**src/rtl/jc_link_pkg.sv**
```systemverilog
// Shared constants for the JC header link conditioner: pin map and 100 MHz timing defaults.
package jc_link_pkg;

  localparam int JC_W      = 5;
  localparam int JC_DIR_LO = 0;
  localparam int JC_DIR_HI = 1;
  localparam int JC_FIRE   = 2;
  localparam int JC_SEL    = 3;
  localparam int JC_RST    = 4;
  localparam int DIR_W     = 2;

  // 5 ms debounce and 100 ms reset hold at 100 MHz
  localparam int DEF_DEBOUNCE_CYCLES   = 500000;
  localparam int DEF_RESET_HOLD_CYCLES = 10000000;
  localparam int DEF_CNT_W             = 24;

endpackage

```
**src/rtl/jc_debounce.sv**
```systemverilog
// Two-flop synchroniser, active-low inversion and counter debounce for one header field.
module jc_debounce #(
  parameter int WIDTH           = 1,
  parameter int DEBOUNCE_CYCLES = 4,
  parameter int CNT_W           = 5
) (
  input  logic             clk_i,
  input  logic             rst_i,
  input  logic [WIDTH-1:0] pin_n_i,
  output logic [WIDTH-1:0] stable_o
);

  localparam logic [CNT_W-1:0] TERM = CNT_W'(DEBOUNCE_CYCLES - 1);

  logic [WIDTH-1:0] s1_q, s2_q;
  logic [WIDTH-1:0] stable_q, stable_d;
  logic [CNT_W-1:0] cnt_q, cnt_d;
  logic [WIDTH-1:0] synced;

  assign synced = ~s2_q;

  // Whole vector is captured at the terminal cycle, so a multi-bit field never shows mixed codes.
  always_comb begin
    stable_d = stable_q;
    cnt_d    = cnt_q;
    if (synced == stable_q) begin
      cnt_d = '0;
    end else if (cnt_q == TERM) begin
      stable_d = synced;
      cnt_d    = '0;
    end else begin
      cnt_d = cnt_q + 1'b1;
    end
  end

  always_ff @(posedge clk_i) begin
    if (rst_i) begin
      s1_q     <= '1;
      s2_q     <= '1;
      stable_q <= '0;
      cnt_q    <= '0;
    end else begin
      s1_q     <= pin_n_i;
      s2_q     <= s1_q;
      stable_q <= stable_d;
      cnt_q    <= cnt_d;
    end
  end

  assign stable_o = stable_q;

endmodule

```
**src/rtl/jc_link_conditioner.sv**
```systemverilog
// Conditions the phone-link JC header lines into debounced levels, a gated fire pulse
// and a hold-qualified game-reset request for the control mux.
module jc_link_conditioner
  import jc_link_pkg::*;
#(
  parameter int DEBOUNCE_CYCLES   = DEF_DEBOUNCE_CYCLES,
  parameter int RESET_HOLD_CYCLES = DEF_RESET_HOLD_CYCLES,
  parameter int CNT_W             = DEF_CNT_W
) (
  input  logic             clk,
  input  logic             reset,
  input  logic [JC_W-1:0]  jc_n,
  output logic [DIR_W-1:0] ctl_dir,
  output logic             ctl_fire,
  output logic             ctl_fire_pulse,
  output logic             ctl_phone_sel,
  output logic             ctl_game_reset,
  output logic             ctl_changed
);

  localparam logic [CNT_W-1:0] HOLD_MAX = CNT_W'(RESET_HOLD_CYCLES);

  logic [DIR_W-1:0] dir_s;
  logic             fire_s, sel_s, rst_s;

  jc_debounce #(.WIDTH(DIR_W), .DEBOUNCE_CYCLES(DEBOUNCE_CYCLES), .CNT_W(CNT_W)) u_db_dir (
    .clk_i(clk), .rst_i(reset), .pin_n_i(jc_n[JC_DIR_HI:JC_DIR_LO]), .stable_o(dir_s)
  );
  jc_debounce #(.WIDTH(1), .DEBOUNCE_CYCLES(DEBOUNCE_CYCLES), .CNT_W(CNT_W)) u_db_fire (
    .clk_i(clk), .rst_i(reset), .pin_n_i(jc_n[JC_FIRE]), .stable_o(fire_s)
  );
  jc_debounce #(.WIDTH(1), .DEBOUNCE_CYCLES(DEBOUNCE_CYCLES), .CNT_W(CNT_W)) u_db_sel (
    .clk_i(clk), .rst_i(reset), .pin_n_i(jc_n[JC_SEL]), .stable_o(sel_s)
  );
  jc_debounce #(.WIDTH(1), .DEBOUNCE_CYCLES(DEBOUNCE_CYCLES), .CNT_W(CNT_W)) u_db_rst (
    .clk_i(clk), .rst_i(reset), .pin_n_i(jc_n[JC_RST]), .stable_o(rst_s)
  );

  logic [DIR_W-1:0] dir_q;
  logic             fire_q, sel_q;
  logic             pulse_q, pulse_d;
  logic             changed_q, changed_d;
  logic [CNT_W-1:0] hold_q, hold_d;
  logic             game_q, game_d;

  // Hold counter saturates so a long press keeps the request asserted without wrapping.
  always_comb begin
    pulse_d   = fire_s & ~fire_q & sel_s;
    changed_d = (dir_s != dir_q) | (fire_s != fire_q) | (sel_s != sel_q);
    hold_d    = '0;
    if (rst_s) begin
      hold_d = (hold_q == HOLD_MAX) ? hold_q : hold_q + 1'b1;
    end
    game_d = rst_s & (hold_d == HOLD_MAX);
  end

  always_ff @(posedge clk) begin
    if (reset) begin
      dir_q     <= '0;
      fire_q    <= 1'b0;
      sel_q     <= 1'b0;
      pulse_q   <= 1'b0;
      changed_q <= 1'b0;
      hold_q    <= '0;
      game_q    <= 1'b0;
    end else begin
      dir_q     <= dir_s;
      fire_q    <= fire_s;
      sel_q     <= sel_s;
      pulse_q   <= pulse_d;
      changed_q <= changed_d;
      hold_q    <= hold_d;
      game_q    <= game_d;
    end
  end

  assign ctl_dir        = dir_s;
  assign ctl_fire       = fire_s;
  assign ctl_phone_sel  = sel_s;
  assign ctl_fire_pulse = pulse_q;
  assign ctl_changed    = changed_q;
  assign ctl_game_reset = game_q;

endmodule

```
**config.mk**
```make
export PLATFORM = sky130hd
export DESIGN_NAME = jc_link_conditioner
export DESIGN_NICKNAME = d
export VERILOG_FILES = /design/src/rtl/jc_link_pkg.sv /design/src/rtl/jc_debounce.sv /design/src/rtl/jc_link_conditioner.sv
export SDC_FILE = /design/constraint.sdc
export NUM_CORES = 1
export LEC_CHECK = 0
export ABC_AREA = 1
export BUFFER_PORTS_ARGS = -buffer_cell sky130_fd_sc_hd__clkbuf_2
export CAP_MARGIN = 20
export CELL_PAD_IN_SITES_DETAIL_PLACEMENT = 1
export CELL_PAD_IN_SITES_GLOBAL_PLACEMENT = 2
export CORE_AREA = 4 4 144 146
export DETAILED_ROUTE_END_ITERATION = 10
export DIE_AREA = 0 0 148 150
export GPL_TIMING_DRIVEN = 0
export PLACE_DENSITY = 0.87
export SETUP_SLACK_MARGIN = 0.5
export SLEW_MARGIN = 0
export SYNTH_ARGS = -nofsm -noshare
export SYNTH_HDL_FRONTEND = slang
export SYNTH_SLANG_ARGS = --single-unit
```
**constraint.sdc**
```tcl
create_clock -name clk -period 2.2 [get_ports clk]
set_input_delay 0.22 -clock clk [delete_from_list [all_inputs] [get_ports clk]]
set_output_delay 0.22 -clock clk [all_outputs]
set_load 0.005 [all_outputs]
```
# After elaboration in Yosys (flattened, before gate mapping)
# Cells that the tools add are included.
# totals
in_bits	7
register_bits	142
out_inout_bits	7
elab_cells	65
# op_classes
n_bitwise	14
reduce_logical	8
n_addsub	5
muxes	2
n_eq_ne	13
# op_table
op	count
adder 24 x 1 -> 24 bit (second input constant)	5
equality test 24 x 19 -> 1 bit (second input constant)	4
equality test 24 bit (second input constant)	2
two-way mux 24 bit	2
OR reduction 3 bit	4
inverter 1 bit	8
AND reduction 2 bit	4
bitwise AND 1 bit	3
equality test 1 bit	3
equality test 2 bit	1
inequality test 1 bit	2
inequality test 2 bit	1
inverter 2 bit	1
OR 1 bit	2

# Longest topological paths before layout
# depth
ltp_word	5
depth_mapped	12
ltp_nobuf	12

# Cells and area by module
# From an unflattened synthesis, not the netlist that was laid out.
# unflattened
hier_cells	1152
area_unflattened_um2	7607.3
# modules_own_cells
module	cells_each	seq_area_each_um2	instances	area_each_um2
jc_debounce (u_db_fire ...)	214	540.5	2	1431.4
jc_link_conditioner	281	620.6	1	1775.5
jc_debounce (u_db_dir)	228	600.6	1	1542.7
jc_debounce (u_db_rst)	215	540.5	1	1426.4

# Worst setup path after synthesis
# Ideal clock, no wire load.
# synth_path
path_type	register -> register
startpoint	register u_db_sel.cnt_q[0]
endpoint	register u_db_sel.cnt_q[14]
setup_slack_ns	0.574
required_time_ns	2.076
path_stages_with_launch	10
synth_period_minus_slack_ns	1.626
n_path_buf	1
t_arrival_ns	1.502
setup_time_ns	0.124
cell_sequence	dfxtp_1 -> ha_1 -> nand2_1 -> nor2_2 -> inv_1 -> nor4_2 -> nand2_1 -> nand2_2 -> buf_4 -> nor3_1
# synth_between
elab_chain_len	2
word_cells_on_any_way	3
cone_classes	add/sub: 1; eq/ne: 1; reduce/logical: 1
# synth_rtl
item	line_no	text
from (decl)	jc_debounce.sv:17	logic [CNT_W-1:0] cnt_q, cnt_d;
from (signal assigned)	jc_debounce.sv:46	cnt_q <= cnt_d;
parallel branches: the longest is 2 deep, another holds adder 24 x 1 -> 24 bit	--	
# Parallel ways; which one is timed is not known.
# A chain may end at the register's enable or synchronous reset.

# Worst setup path in the final report
# layout_path
startpoint	register u_db_rst.cnt_q[5]
endpoint	register u_db_rst.cnt_q[19]
# layout_between
elab_chain_len	2
word_cells_on_any_way	3
cone_classes	add/sub: 1; eq/ne: 1; reduce/logical: 1
# layout_rtl
item	line_no
from (decl)	jc_debounce.sv:17
from (signal assigned)	jc_debounce.sv:46
parallel branches: the longest is 2 deep, another holds adder 24 x 1 -> 24 bit	--
# Parallel ways; which one is timed is not known.

==> results list <==
- Gate Count Post-Synth: 994
- RSZ-0062 raised after global routing: true
- Share of post-route cells with drive strength above 1: approximately a third
* Max cap viols: 0
* Non-filler cells, final: about 1.4k
- Area of the mapped netlist: 7130 um2
* Area of the core: 19400 um2
* Type of origin of the critical path: register
- The pre-antenna-repair detailed-routing pass consisted of 4 iterations.
- Number of global-route vias before repair: 6998
- In the final timing run, aggregate negative setup slack is 0 ps.
- Via count normalized by instance count: 4.97
- In this run the number of cells on the critical path is 6.
- Worst-case clock buffer depth: 2
- Post-synth top area share: between 30% and 40%
* Master cell of the clock root buffer: sky130_fd_sc_hd__clkbuf_16
* Number of nets at the end of the flow: 1114
- Final period demand of the worst path: between 1500 and 2000 ps
- Total wire length: approximately 21 mm
- Post-DR wirelength/cell: ~15 um
- TritonCTS built the clock tree.
- After synthesis, the most frequently instantiated cells are 182 x sky130_fd_sc_hd__nand2_1, 167 x sky130_fd_sc_hd__nor2_1, 142 x sky130_fd_sc_hd__dfxtp_1.
- Iteration-0 DRC count of the detailed router: 276
* Post-synthesis to final-layout area growth: 34.1%
- Detailed-route via count: 6828
- Tracing the worst setup path back leads to its startpoint at u_db_rst.cnt_q[5].
- Type of the worst setup path: reg2reg
- Area enclosed by the die boundary: ~22000 um2
* Setup Slack @ Placement: 72.7 ps
- Yosys attributes the largest share of cell area to sky130_fd_sc_hd__dfxtp_1 40%, sky130_fd_sc_hd__nand2_1 9.6%, sky130_fd_sc_hd__nor2_1 8.8%.
- Routed Antenna Nets: 0
- RR Endpoint: u_db_rst.cnt_q[19]
- Maximum clock skew at final layout: 9.82 ps
- Total number of clock tree sinks: 142
- Clock transition at the register clock pins on the worst setup and hold paths after CTS: approximately 60 ps
- Traced cell by cell, the critical path runs through inv_1, nor4_4, nand2_1, nor3b_1, nand3_1, a21oi_1.
* Post-Syn Area per Cell: 7.17 um2
* Predominant post-synthesis flop cell: sky130_fd_sc_hd__dfxtp_1
- The worst register-to-register path has a depth of 6.
- Syn. warnings: 0
- For this run, the register share of the synthesized area comes to 39.9%.
- CP endpoint kind: register
* Result of the run: completed
- Max Fanout on Critical Path: 5
- Headroom to the max-slew limit came out at between 50% and 60%.
- The initial antenna violation count came to 0.
- The number of antenna diodes in the final layout is 0.
- Post-Syn Nets: 1008
- The netlist uses 48 different library cells.
* Starting density of the core: 36.8%
* Placed Cells incl. Taps: 1272
- H-tree Lvls: 4
* Leakage: between 3 and 4 nW
- For this design the top-level I/O count stands at 14.
- Required arrival time at the worst endpoint: between 2000 and 3000 ps
- Setup slack on the worst reg-to-reg path comes out at 510 ps.
* Period utilisation layout: 77.0%
* Power per cell area: between 500 and 600 nW/um2
- The floorplan step set the die height to 150 um.
- Horiz. Die Dim: around 150 um
- Total DRC errors in the routed layout: 0
* Arrival time worst endpoint: 2050 ps
- Buffer and inverter count on the worst path: 1
- The final-report max-slew violation count was 0.
- The cell family contributing the most delay on the critical path is simple AND/OR/NAND/NOR gates.
* Flops & latches, synth: ~140
* HPWL after DPL: between 10 and 15 mm
- The largest single stage delay on the critical path is 410 ps.
* Number of synthesized flops with an enable pin: 0
* Port Buffers: 13
- Setup violations remaining at the end of the flow were counted as 0.
* Remaining global-route overflow: 0
* Most common cell in the netlist: sky130_fd_sc_hd__nand2_1
- Wire length of the first global-routing pass: 33.7 mm
* Fmax: 590 MHz
- Maximum number of pins on one net before global-route repair: 17
* Asr flop ratio synth: 0%
- Slew at the pin with the worst max-slew slack: 674 ps
- Termination of the worst setup path: u_db_rst.cnt_q[19]
* Worst ir drop on vdd: between 0.0004 and 0.0005 V
- The worst hold path belongs to the class in2reg.
* GRT Util Overall: 18.5%
* Latest clock arrival within the worst-skew pair: 430 ps
* Endpoints failing hold: 0
- Rows: 51
* Largest area contributor in the netlist: sky130_fd_sc_hd__dfxtp_1
- After layout, the worst setup slack is 506 ps.
- Routability-driven placement finished with a final weighted congestion of 0.830.
- Number of buffers inserted during clock tree synthesis: 17
* Cell with the largest stage delay on the worst path: sky130_fd_sc_hd__nor4_4
- The startpoint identified for the worst register-to-register timing path is u_db_rst.cnt_q[5].
cell families after synthesis:
| kind of cell | synth area share [%] |
|---|---|
| flops | 39.9 |
| xor+xnor | 3.69 |
| fa+ha+maj | 1.23 |
| simple gates | 40.0 |
| buf+inv | 7.77 |
| compound gates | 7.39 |
worst min-delay path by stage:
stage / from / end / slack (ps) / depth (start not counted)
2_1_floorplan: jc_n[0] / u_db_dir.s1_q[0] / 320 / 1
3_3_place_gp: u_db_dir.s1_q[1] / u_db_dir.s2_q[1] / 390 / 1
3_5_place_dp: u_db_rst.s1_q / u_db_rst.s2_q / 400 / 1
4_1_cts: jc_n[1] / u_db_dir.s1_q[1] / 3 / 2
5_1_grt: jc_n[1] / u_db_dir.s1_q[1] / 2 / 2
6_report: jc_n[1] / u_db_dir.s1_q[1] / 10 / 2
flip-flops by register name (all words and copies together) (netlist names), 2 cells and up:
| name | flops |
|---|---|
| u_db_dir.cnt_q | 24 |
| u_db_rst.cnt_q | 24 |
| u_db_dir.s1_q | 2 |
| u_db_fire.cnt_q | 24 |
| u_db_sel.cnt_q | 24 |
| dir_q | 2 |
| hold_q | 24 |
| u_db_dir.stable_o | 2 |
| u_db_dir.s2_q | 2 |
stage by stage:
step | util [%] | cell area, um2 | hold slack [ps] | power (mW)
3_5_place_dp | 38.8 | 7530 | 399 | 2.72
3_3_place_gp | 38.8 | 7530 | 393 | 2.72
4_1_cts | 45.3 | 8790 | 3.19 | 5.56
2_1_floorplan | - | 7130 | 324 | 2.69
6_report | 49.3 | 9560 | 10.6 | 5.50
5_1_grt | 49.3 | 9560 | 2.36 | 5.70
power by group:
group / switching (mW) / total [mW] / internal, mW
combinational: 0.0658 / 0.123 / 0.0576
sequential: 0.00684 / 2.58 / 2.57
clock: 1.10 / 2.80 / 1.70
total: 1.18 / 5.50 / 4.33
placed cells by master, fill, tap and decap left out, drive strengths merged, types with 21 or more instances in the layout:
cell and instances:
dfxtp 142, nand3 65, a21oi 47, inv 123, nand2 190, nor3 48
nor2 190, buf 77, clkbuf 42, o21ai 21, nand4 38
per-layer routing:
metal,global-route usage [%],wire length (um),vias up
met4,4.76,180,0
met3,3.88,542,19
met5,0,0,-
li1,-,-,3450
met1,23.9,9750,3309
met2,31.6,10400,50
area by class of cell:
| cell class | count | area (um2) |
|---|---|---|
| Fill cell | 2410 | 9840 |
| Multi-Input combinational cell | 713 | 4420 |
| Sequential cell | 142 | 2920 |
| Timing Repair Buffer | 87 | 729 |
| Inverter | 124 | 472 |
| Clock buffer | 21 | 460 |
| Tap cell | 265 | 332 |
| Buffer | 15 | 135 |
| Clock inverter | 8 | 92.6 |
timing repair:
item | 4_1_cts | 5_1_grt
endpoints found under the hold margin | 4 | 0
setup buffers | 41 | 24
pin swaps | 36 | 50
hold buffers | 4 | 0
endpoints found under the setup margin | 100 | 100
cloned | 3 | 2
resized for setup | 81 | 175
Note: power is estimated with default switching activity, not from simulation.
